===== config.mk =====
export PLATFORM = sky130hd
export DESIGN_NAME = fetch_unit
export DESIGN_NICKNAME = d
export VERILOG_FILES = /design/src/rtl/cpu_pkg.sv /design/src/rtl/fetch_skid_buffer.sv /design/src/rtl/fetch_unit.sv
export SDC_FILE = /design/constraint.sdc
export NUM_CORES = 1
export LEC_CHECK = 0
export BUFFER_PORTS_ARGS = -buffer_cell sky130_fd_sc_hd__buf_2
export CORE_MARGIN = 4
export CORE_UTILIZATION = 50
export DETAILED_ROUTE_END_ITERATION = 8
export PLACE_DENSITY = 0.74
export SLEW_MARGIN = 0
export SYNTH_ARGS = -nofsm -noshare
export SYNTH_HDL_FRONTEND = slang
export SYNTH_SLANG_ARGS = --single-unit

===== constraint.sdc =====
create_clock -name clock -period 2.6 [get_ports clock]
set_input_delay 0.39 -clock clock [delete_from_list [all_inputs] [get_ports clock]]
set_output_delay 0.39 -clock clock [all_outputs]
set_load 0.05 [all_outputs]

===== src/rtl/cpu_pkg.sv =====
// Shared CPU front-end definitions: address/instruction widths, reset vector
// and the {pc, instruction} packet handed from fetch to decode.
package cpu_pkg;

  localparam int ADDR_W  = 12;
  localparam int INSTR_W = 19;
  localparam int PKT_W   = ADDR_W + INSTR_W;

  localparam logic [ADDR_W-1:0] RESET_PC = '0;

  typedef struct packed {
    logic [ADDR_W-1:0]  pc;
    logic [INSTR_W-1:0] instruction;
  } fetch_packet_t;

endpackage


===== src/rtl/fetch_skid_buffer.sv =====
// Two-entry FIFO between the instruction memory return path and decode.
// The head lives in its own register so decode sees it without a mux.
module fetch_skid_buffer #(
  parameter int DATA_W = 31,
  parameter int DEPTH  = 2,
  localparam int CNT_W = $clog2(DEPTH + 1)
) (
  input  logic              clock,
  input  logic              reset_n,
  input  logic              flush,
  input  logic              push,
  input  logic [DATA_W-1:0] push_data,
  input  logic              pop,
  output logic [CNT_W-1:0]  count,
  output logic              head_valid,
  output logic [DATA_W-1:0] head_data
);

  logic [DATA_W-1:0] head_q;
  logic [DATA_W-1:0] tail_q;
  logic [CNT_W-1:0]  count_q;

  // Flush only clears occupancy; head data is left stale on purpose.
  always_ff @(posedge clock or negedge reset_n) begin
    if (!reset_n) begin
      head_q  <= '0;
      tail_q  <= '0;
      count_q <= '0;
    end else if (flush) begin
      count_q <= '0;
    end else begin
      case ({push, pop})
        2'b10: begin
          if (count_q == '0) head_q <= push_data;
          else               tail_q <= push_data;
          count_q <= count_q + CNT_W'(1);
        end
        2'b01: begin
          if (count_q == CNT_W'(2)) head_q <= tail_q;
          count_q <= count_q - CNT_W'(1);
        end
        2'b11: begin
          if (count_q == CNT_W'(1)) begin
            head_q <= push_data;
          end else begin
            head_q <= tail_q;
            tail_q <= push_data;
          end
        end
        default: ;
      endcase
    end
  end

  assign count      = count_q;
  assign head_valid = (count_q != '0);
  assign head_data  = head_q;

endmodule


===== src/rtl/fetch_unit.sv =====
// Instruction fetch front end: issues word addresses to a registered memory,
// tracks the one in-flight request and queues returned words for decode.
module fetch_unit
  import cpu_pkg::*;
#(
  parameter int                ADDR_W    = cpu_pkg::ADDR_W,
  parameter int                INSTR_W   = cpu_pkg::INSTR_W,
  parameter logic [ADDR_W-1:0] RESET_PC  = cpu_pkg::RESET_PC,
  parameter int                BUF_DEPTH = 2
) (
  input  logic               clock,
  input  logic               reset_n,
  input  logic               fetch_enable,
  input  logic               redirect_valid,
  input  logic [ADDR_W-1:0]  redirect_pc,
  output logic [ADDR_W-1:0]  imem_address,
  input  logic [INSTR_W-1:0] imem_instruction,
  output logic               out_valid,
  input  logic               out_ready,
  output logic [INSTR_W-1:0] out_instruction,
  output logic [ADDR_W-1:0]  out_pc
);

  localparam int DATA_W = ADDR_W + INSTR_W;
  localparam int CNT_W  = $clog2(BUF_DEPTH + 1);

  // Handshake: a word moves to decode on an edge where out_valid and
  // out_ready are both high and no redirect is present; a redirect kills
  // the head, so decode must ignore it in that cycle.

  logic [ADDR_W-1:0] pc_q;
  logic [ADDR_W-1:0] req_pc_q;
  logic              req_valid_q;

  logic              pop;
  logic              push;
  logic              issue;
  logic [CNT_W-1:0]  count;
  logic [CNT_W:0]    occupancy;
  logic [DATA_W-1:0] head_data;

  assign imem_address = redirect_valid ? redirect_pc : pc_q;

  assign pop  = out_valid & out_ready & ~redirect_valid;
  assign push = req_valid_q & ~redirect_valid;

  // Slots that will be taken after this edge if nothing new is issued;
  // issuing is only allowed when the returning word is sure to fit.
  always_comb begin
    occupancy = {1'b0, count} + {{CNT_W{1'b0}}, req_valid_q}
              - {{CNT_W{1'b0}}, pop};
    issue     = redirect_valid
              | (fetch_enable & (occupancy < (CNT_W+1)'(BUF_DEPTH)));
  end

  always_ff @(posedge clock or negedge reset_n) begin
    if (!reset_n) begin
      pc_q        <= RESET_PC;
      req_pc_q    <= '0;
      req_valid_q <= 1'b0;
    end else begin
      req_valid_q <= issue;
      if (issue) begin
        req_pc_q <= imem_address;
        pc_q     <= imem_address + ADDR_W'(1);
      end
    end
  end

  fetch_skid_buffer #(
    .DATA_W (DATA_W),
    .DEPTH  (BUF_DEPTH)
  ) u_skid (
    .clock      (clock),
    .reset_n    (reset_n),
    .flush      (redirect_valid),
    .push       (push),
    .push_data  ({req_pc_q, imem_instruction}),
    .pop        (pop),
    .count      (count),
    .head_valid (out_valid),
    .head_data  (head_data)
  );

  assign out_pc          = head_data[DATA_W-1:INSTR_W];
  assign out_instruction = head_data[INSTR_W-1:0];

endmodule


---- Yosys cells after proc, flatten, opt, wreduce, memory -nomap -nowiden ----
Cells that the tools add are included.
operators by class
  add/subtract/negate cells ............... 5
  magnitude comparators ................... 1
  equality and inequality tests ........... 9
  mux-type cells .......................... 10
  bitwise gates (word level) .............. 6
  reductions and logical operators ........ 7
operator list
  kind                                                 number
  two-way mux 31 bit                                   5
  one-hot mux 31 bit (3 select lines)                  1
  one-hot mux 31 bit (2 select lines)                  1
  adder 12 x 1 -> 12 bit, second input constant        1
  two-way mux 12 bit                                   1
  AND reduction 4 bit                                  2
  equality test 2 bit, second input constant           3
  nonzero test 3 bit                                   2
  AND 1 bit                                            4
  equality test 2 x 1 -> 1 bit, second input constant  2
  != test 2 x 1 -> 1 bit, second input constant        2
  != test 2 bit, second input constant                 2
  one-hot mux 2 bit (2 select lines)                   1
  nonzero test 2 bit                                   2
  adder 2 x 1 -> 3 bit                                 1
  < comparator 3 x 2 -> 1 bit, second input constant   1
  subtractor 3 x 1 -> 3 bit                            1
  adder 2 x 1 -> 2 bit, second input constant          1
  zero test 2 bit                                      1
  two-way mux 2 bit                                    1
  subtractor 2 x 1 -> 2 bit, second input constant     1
  NOT 1 bit                                            1
  OR 1 bit                                             1
word-level totals
  bits in registers ....................... 89
  output and inout port bits .............. 44
  logic and storage cells ................. 44

---- Depth between registers and ports, before layout ----
Gate-level depths: netlist of run 1.
  depth in word-level cells ............... 7
  gate-level depth with buffers ........... 13

---- Cells and area by module ----
From an unflattened synthesis of run 1, not the netlist that was laid out.
second synthesis, totals
  cells, all modules ...................... 343
  area total of the unflattened synthesis .. 4424.2 um^2
modules (own cells, without submodules)
  module             times used  cells an instance  area each (um^2)  sequential area each (um^2)
  fetch_skid_buffer  1           190                2921.6            1601.5
  fetch_unit         1           153                1502.7            625.6

---- Worst setup path before layout of run 1 ----
OpenSTA, ideal clock, no wires.
  path type ............................... flip-flop to flip-flop
  from .................................... register u_skid.count_q[1] (netlist: u_skid.count[1])
  to ...................................... register req_pc_q[7]
  library setup time ...................... 142 ps
  data arrival time ....................... 2394 ps
  required time ........................... 2458 ps
  slack ................................... 63 ps
  cell stages (with the launch flop) ...... 14
  path buffers ............................ 1
  period minus slack after synthesis ...... 2537 ps
  cells stage by stage .................... dfrtp_1 inv_1 ha_1 nor2_1 nand2_1 xnor2_1 nand2_1 fa_1 xnor2_1 a31oi_4 clkinv_1 clkbuf_1 nor2_1 a21oi_1
between the ends
  longest elaborated chain between the ends .. 7
  elaborated cells between the ends (all ways) .. 8
  those cells by class .................... 2 x add/sub; 1 x order compare; 4 x bitwise; 1 x reduce/logical
ends and longest elaborated chain
  what                           RTL line                 text
  from (decl)                    fetch_skid_buffer.sv:21  logic [CNT_W-1:0] count_q;
  from (signal assigned)         fetch_skid_buffer.sv:36  count_q <= count_q + CNT_W'(1);
  from (signal assigned)         fetch_skid_buffer.sv:40  count_q <= count_q - CNT_W'(1);
  nonzero test 2 bit             fetch_skid_buffer.sv:56  assign head_valid = (count_q != '0);
  AND 1 bit (2 in series)        fetch_unit.sv:44         assign pop = out_valid & out_ready & ~redirect_valid;
  subtractor 3 x 1 -> 3 bit *    fetch_unit.sv:51         - {{CNT_W{1'b0}}, pop};
  < comparator 3 x 2 -> 1 bit *  fetch_unit.sv:53         | (fetch_enable & (occupancy < (CNT_W+1)'(BUF_DEPTH)));
  AND 1 bit *                    fetch_unit.sv:53
  OR 1 bit *                     fetch_unit.sv:53
  to (signal assigned)           fetch_unit.sv:64         req_pc_q <= imem_address;
  to (decl)                      fetch_unit.sv:32         logic [ADDR_W-1:0] req_pc_q;
Mark *: on every way between the ends. The rest lies on a longest branch, timed or not.
A chain may end at the register's enable or synchronous reset.

---- Final worst setup path of run 1 ----
  from .................................... register u_skid.count_q[0] (netlist: u_skid.count[0])
  to ...................................... register req_pc_q[10]
Same word-level chain as after synthesis.

==> results of run 1 <==
-- worst min path at each step --
stage	start	end	slack [ns]	cells past startpoint
floorplan	reset_n	pc_q[0]$_DFFE_PN0P_	0.09	0
global placement	reset_n	u_skid.head_data[14]$_DFFE_PN0P_	0.44	1
detailed placement	reset_n	u_skid.tail_q[14]$_DFFE_PN0P_	0.44	1
CTS	reset_n	u_skid.tail_q[14]$_DFFE_PN0P_	0.05	1
global route	reset_n	u_skid.tail_q[14]$_DFFE_PN0P_	0.07	1
finish	reset_n	u_skid.tail_q[14]$_DFFE_PN0P_	0.04	1
-- repair_timing --
item                       4_1_cts  5_1_grt
resized for setup                1        6
hold buffers                     0        0
setup endpoints to repair       11       22
pin swaps                        0        1
setup buffers                    0        1
-- area by class of cell --
class                      instances  area (sq um)
clock buffer                      10           128
clock inverter                     6          91.3
fill                             660          3030
inverter                          14          52.6
multi-input combinational        236          1700
sequential                        89          2230
tap                              102           128
timing repair buffer              89           493
-- worst reg2reg max path, delay by kind of cell (launching register included) --
family          cells  cell delay, ns
flops               1            0.36
simple gates        4            0.44
buf+inv             3            0.34
xor+xnor            2            0.33
fa+ha+maj           2            0.60
compound gates      2            0.26
-- power by group through the flow --
stage / Sequential [uW] / Clock (uW) / Combinational (uW)
final: 2470 / 1030 / 3270
after global routing: 2570 / 1120 / 3560
after CTS: 2470 / 1060 / 3270
after detailed placement: 2500 / 0 / 3260
after global placement: 2460 / 0 / 3160
after floorplan: 3230 / 0 / 1740
-- state kept, by name, indices dropped and copies added, names as in the netlist --
signal / flops
u_skid.head_data: 31
u_skid.tail_q: 31
pc_q: 12
req_pc_q: 12
u_skid.count: 2
req_valid_q: 1
-- cells by family after synthesis --
group,synth area share (%)
flip-flops,54.4
XOR/XNOR,2.99
adder cells (fa/ha/maj),1.71
buffers and inverters,4.52
AO/OA/AOI/OAI,7.48
multiplexers,19.8
AND/OR/NAND/NOR,9.10
-- metal layers --
metal  GRT usage (%)  wire length (um)  up-vias
met5               0                 0        -
li1                -                 -     1376
met2            26.8              3610       83
met4            6.62                93        0
met3            3.68               472        9
met1            25.5              3820     1362
-- Yosys cell counts, types with 2 or more instances --
master	n
o21ai_0	31
inv_1	13
mux2_2	34
buf_2	5
nor2_1	30
mux2i_1	38
nand2_1	41
nand4_1	4
buf_6	4
ha_1	4
a21o_1	2
mux2i_2	2
xnor2_1	13
a21oi_1	20
clkbuf_1	10
or3_1	2
dfrtp_1	89
nand3_1	6
-- metrics by stage --
step	power, uW	instances
after global routing	7250	546
after CTS	6800	545
after global placement	5610	529
final	6760	546
after floorplan	4980	360
after detailed placement	5760	529
-- placed cells by master, fill, tap and decap left out, types with 4 or more instances in the layout --
| master | count |
|---|---|
| dfrtp_1 | 89 |
| nand3_1 | 6 |
| buf_2 | 78 |
| mux2_2 | 34 |
| ha_1 | 4 |
| nor2_1 | 28 |
| o21ai_0 | 31 |
| a21oi_1 | 20 |
| xnor2_1 | 12 |
| buf_4 | 9 |
| nand2_1 | 41 |
| inv_1 | 13 |
| nand4_1 | 4 |
| mux2i_1 | 38 |
| clkbuf_8 | 9 |
==> impl_metrics.ini, run 1 <==
[yosys]
syn_area_sq_um = 4100
ys_warn_count = 0
synth_area_per_cell_sq_um = 11.4
ys_seq_area_share_pct = 54.4
synth_edf_count = 0
yosys.cell_types.count = 30
synth.top_cell.area_share_pct = 54.4
yosys-top-cells-area = dfrtp_1, mux2_2, mux2i_1, o21ai_0, nand2_1
synthArstFlopShare_pct = 100
synth_cells = 360
ys.flop_type = dfrtp_1
synth_seq_cells = 89
synth_top_area_cell = dfrtp_1
synth_fp_nets = 401

[timing]
holdWs_ns = 0.0421
worst_pin_slew_ns = 0.962
setup_ws_ns = 0.160
slew_viol_final = 0
setup_tns_ns = 0
relSlewSlack_pct = 35.9
fmax_mhz = 410
fin_worst_skew_ns = 0.00828
setup_viol = 0
hold_viol_final = 0
timing.final.crit_period_ns = 2.44
rsz0062_at_grt = no
finalCritPeriodShare_pct = 93.8

[setup_path]
setup.worst_path.start = u_skid.count[0]$_DFFE_PN0P_
worstPathCellList = inv_1, ha_1, nor2_2, nand2_1, xnor2_1, nand2_1, fa_2, xnor2_2, a31oi_4, inv_2, buf_8, nor2_1, a21oi_1
r2r_cells = 13
worst-r2r-setup-slack_ns = 0.16
critPathCaptureType = flop
worst_ep_arrival_time_ns = 2.67
r2r_start = u_skid.count[0]$_DFFE_PN0P_
cp-start-kind = flop
cp.buffers_inverters = 3
cp_num_cells = 13
cp_slowest_cell = dfrtp_1
max_stage_delay_ns = 0.36
crit_top_cell = nand2_1
reg2reg_to = req_pc_q[10]$_DFFE_PN0P_
path_class = reg2reg
cp_top_family = adder cells
critPathRequiredTime_ns = 2.83
crit_end = req_pc_q[10]$_DFFE_PN0P_
crit_fanout = 29

[grt]
grt_pass1_vias = 2914
grt_max_degree = 63
antenna_found_initial = 0
grt_util_all_layers_pct = 17.8
grt_pass1_wl_um = 14100
grt-ovfl-total = 0

[clock_tree]
clock_sinks = 89
path_clk_slew_ns = 0.09
numCtsBuffers = 9
clk_latency_ns = 0.35
htree_levels = 3
tritoncts = built
clockBufferDepth = 2
root_buffer = clkbuf_8

[cells_and_area]
syn_to_final_growth_pct = 17.7
drive_above_1_share_pct = 34.2
layout.nets = 480
n_antenna_cell = 0
design_area_sq_um = 4820
utilization_pct = 61.4

[pwr]
p_clk_share_pct = 15.2
p_seq_share_pct = 36.5
swShare_pct = 44.9
ir_drop_v = 0.000674
intPower_uw = 3730
p_leak_uw = 0.00243
cellPowerDensity_nw_per_um2 = 1400
pwr-share-comb_pct = 48.3
power_switching_uw = 3040

[floorplan]
core_sq_um = 7850
fp.dieW_um = 98.5
dieArea_sq_um = 9710
pin_count = 80
dieHeight_um = 98.5
start_util_pct = 52.2
fp-row-count = 32

[worst_hold_path]
hold_class = in2async

[place]
place_congestion = 0.817
io_buffers = 79
dp_slack_ns = -0.0148
dp_hpwl_um = 5680
dpl-instance-area_sq_um = 4570

[run]
max_cap_viol_count = 0

[routing]
routedWlPerCell_um = 14.7
viasPerCell = 5.18
antenna_left = 0
vias = 2830
drt-initial-drc-count = 94
drc = 0
routed_wl_um = 8000
first_pass_iters = 4

[status]
outcome = finished clean
(Power assumes the default switching activity.)
==> inputs of run 2 (changes only) <==
--- a/config.mk
+++ b/config.mk
@@ -9,6 +9,7 @@
 export CORE_MARGIN = 4
 export CORE_UTILIZATION = 50
 export DETAILED_ROUTE_END_ITERATION = 8
+export HOLD_SLACK_MARGIN = 0.1
 export PLACE_DENSITY = 0.74
 export SLEW_MARGIN = 0
 export SYNTH_ARGS = -nofsm -noshare
==> run 2 against run 1 <==
Register-to-register slack about the same. Combinational power hardly changed. Non-clock buffer count is 1 higher. Clock power barely moved. Design area increased by 0.21%. Via count fell by 0.18%. Count of clock-buffer cells in the layout is the same. Power barely moved. Worst hold slack better by 0.24 ns.
==> impl_metrics.ini, run 2 (same netlist as run 1, synthesis figures left out) <==
[place]
dpl-instance-area_sq_um = 4570
dp_hpwl_um = 5680
placedCellCount = 529
place_congestion = 0.817
io_buffers = 79

[status]
outcome = finished clean

[grt]
grt_pass1_wl_um = 14100
grt_util_all_layers_pct = 17.8
grt_max_degree = 63
grt_pass1_vias = 2914
grt-ovfl-total = 0
antenna_found_initial = 0

[setup_path]
crit_fanout = 29
cp_slowest_cell = dfrtp_1
path_class = reg2reg
r2r_cells = 13
max_stage_delay_ns = 0.36
cp_top_family = adder cells
cp.buffers_inverters = 3
worst-r2r-setup-slack_ns = 0.16
crit_top_cell = nand2_1
worst_ep_arrival_time_ns = 2.67
critPathRequiredTime_ns = 2.83
r2r_start = u_skid.count[0]$_DFFE_PN0P_
reg2reg_to = req_pc_q[10]$_DFFE_PN0P_
cp-start-kind = flop
worstPathCellList = inv_1, ha_1, nor2_2, nand2_1, xnor2_1, nand2_1, fa_2, xnor2_2, a31oi_4, inv_2, buf_8, nor2_1, a21oi_1
critPathCaptureType = flop

[routing]
drc = 0
routedWlPerCell_um = 14.7
drt-initial-drc-count = 91
antenna_left = 0
vias = 2825
first_pass_iters = 4
routed_wl_um = 8040
viasPerCell = 5.16

[floorplan]
start_util_pct = 52.2
fp.dieW_um = 98.5
dieArea_sq_um = 9710
pin_count = 80
dieHeight_um = 98.5
core_sq_um = 7850
fp-row-count = 32

[clock_tree]
numCtsBuffers = 9
clockBufferDepth = 2
path_clk_slew_ns = 0.09
clock_sinks = 89
clk_latency_ns = 0.35
htree_levels = 3
tritoncts = built
root_buffer = clkbuf_8

[pwr]
pwr-share-comb_pct = 48.3
power_switching_uw = 3040
ir_drop_v = 0.000674
swShare_pct = 44.9
p_leak_uw = 0.00243
intPower_uw = 3730
p_clk_share_pct = 15.2
cellPowerDensity_nw_per_um2 = 1400
p_seq_share_pct = 36.5

[cells_and_area]
ff_latch_area_sq_um = 2230
design_area_sq_um = 4830
syn_to_final_growth_pct = 17.9
layout.nets = 481
utilization_pct = 61.6
fill_cells = 659
final_common_cell = dfrtp_1
n_antenna_cell = 0
layout_common_cells = dfrtp_1, buf_2, nand2_1, mux2i_1, mux2_2
multiInputGateArea_sq_um = 1700
fin_cells = 547
drive_above_1_share_pct = 34.2

[timing]
rsz0062_at_grt = no
fin_worst_skew_ns = 0.00837
relSlewSlack_pct = 35.8
fmax_mhz = 409
setup_viol = 0
slew_viol_final = 0
finalCritPeriodShare_pct = 94.0
hold_viol_final = 0
worst_pin_slew_ns = 0.963
timing.final.crit_period_ns = 2.44

[run]
max_cap_viol_count = 0

[worst_hold_path]
hold_class = in2reg
min_from = imem_instruction[13]
min_to = u_skid.tail_q[13]$_DFFE_PN0P_
holdPathStages = 2
-- run 2: what timing repair did --
action / CTS / global route
pin swaps: 0 / 1
setup buffers: 0 / 1
endpoints found under the setup margin: 11 / 22
endpoints found under the hold margin: 46 / 0
gates resized for setup: 1 / 6
hold buffers: 1 / 0
-- run 2: final cells by class --
cell class                      count  share of cell area (%)
Inverter                           14                    1.09
Tap cell                          102                    2.64
Timing Repair Buffer               90                    10.4
Clock inverter                      6                    1.89
Multi-Input combinational cell    236                    35.2
Clock buffer                       10                    2.64
Sequential cell                    89                    46.1
-- run 2: worst max-delay path by stage --
stage | slack (ns) | cells after the start | end | from
6_report | 0.16 | 13 | req_pc_q[10]$_DFFE_PN0P_ | u_skid.count[0]$_DFFE_PN0P_
5_1_grt | 0.02 | 13 | req_pc_q[5]$_DFFE_PN0P_ | u_skid.count[0]$_DFFE_PN0P_
4_1_cts | 0.008 | 13 | req_pc_q[6]$_DFFE_PN0P_ | u_skid.count[0]$_DFFE_PN0P_
3_5_place_dp | -0.01 | 13 | req_pc_q[6]$_DFFE_PN0P_ | u_skid.count[0]$_DFFE_PN0P_
3_3_place_gp | 0.16 | 13 | req_pc_q[7]$_DFFE_PN0P_ | u_skid.count[0]$_DFFE_PN0P_
2_1_floorplan | 0.06 | 13 | req_pc_q[7]$_DFFE_PN0P_ | u_skid.count[1]$_DFFE_PN0P_
-- run 2: power groups by stage --
stage | Combinational, uW | Clock (uW) | Sequential, uW
2_1_floorplan | 1740 | 0 | 3230
6_report | 3270 | 1030 | 2470
3_5_place_dp | 3260 | 0 | 2500
5_1_grt | 3560 | 1120 | 2570
4_1_cts | 3270 | 1060 | 2470
3_3_place_gp | 3160 | 0 | 2460
-- run 2: per-layer routing --
metal,global-route usage (%),vias to the layer above,share of wire (%)
met5,0,-,0
met4,6.62,0,1.1
met3,3.68,8,5.8
met2,26.8,86,45
met1,25.5,1353,48
li1,-,1378,-
-- run 2: per-stage QoR --
step	hold WS [ns]	setup TNS (ns)	total power [uW]	setup WS [ns]
6_report	0.284	0	6770	0.155
5_1_grt	0.267	0	7250	0.0239
3_3_place_gp	0.439	0	5610	0.160
4_1_cts	0.264	0	6810	0.00837
2_1_floorplan	0.0944	0	4980	0.0632
3_5_place_dp	0.443	-0.0331	5760	-0.0148
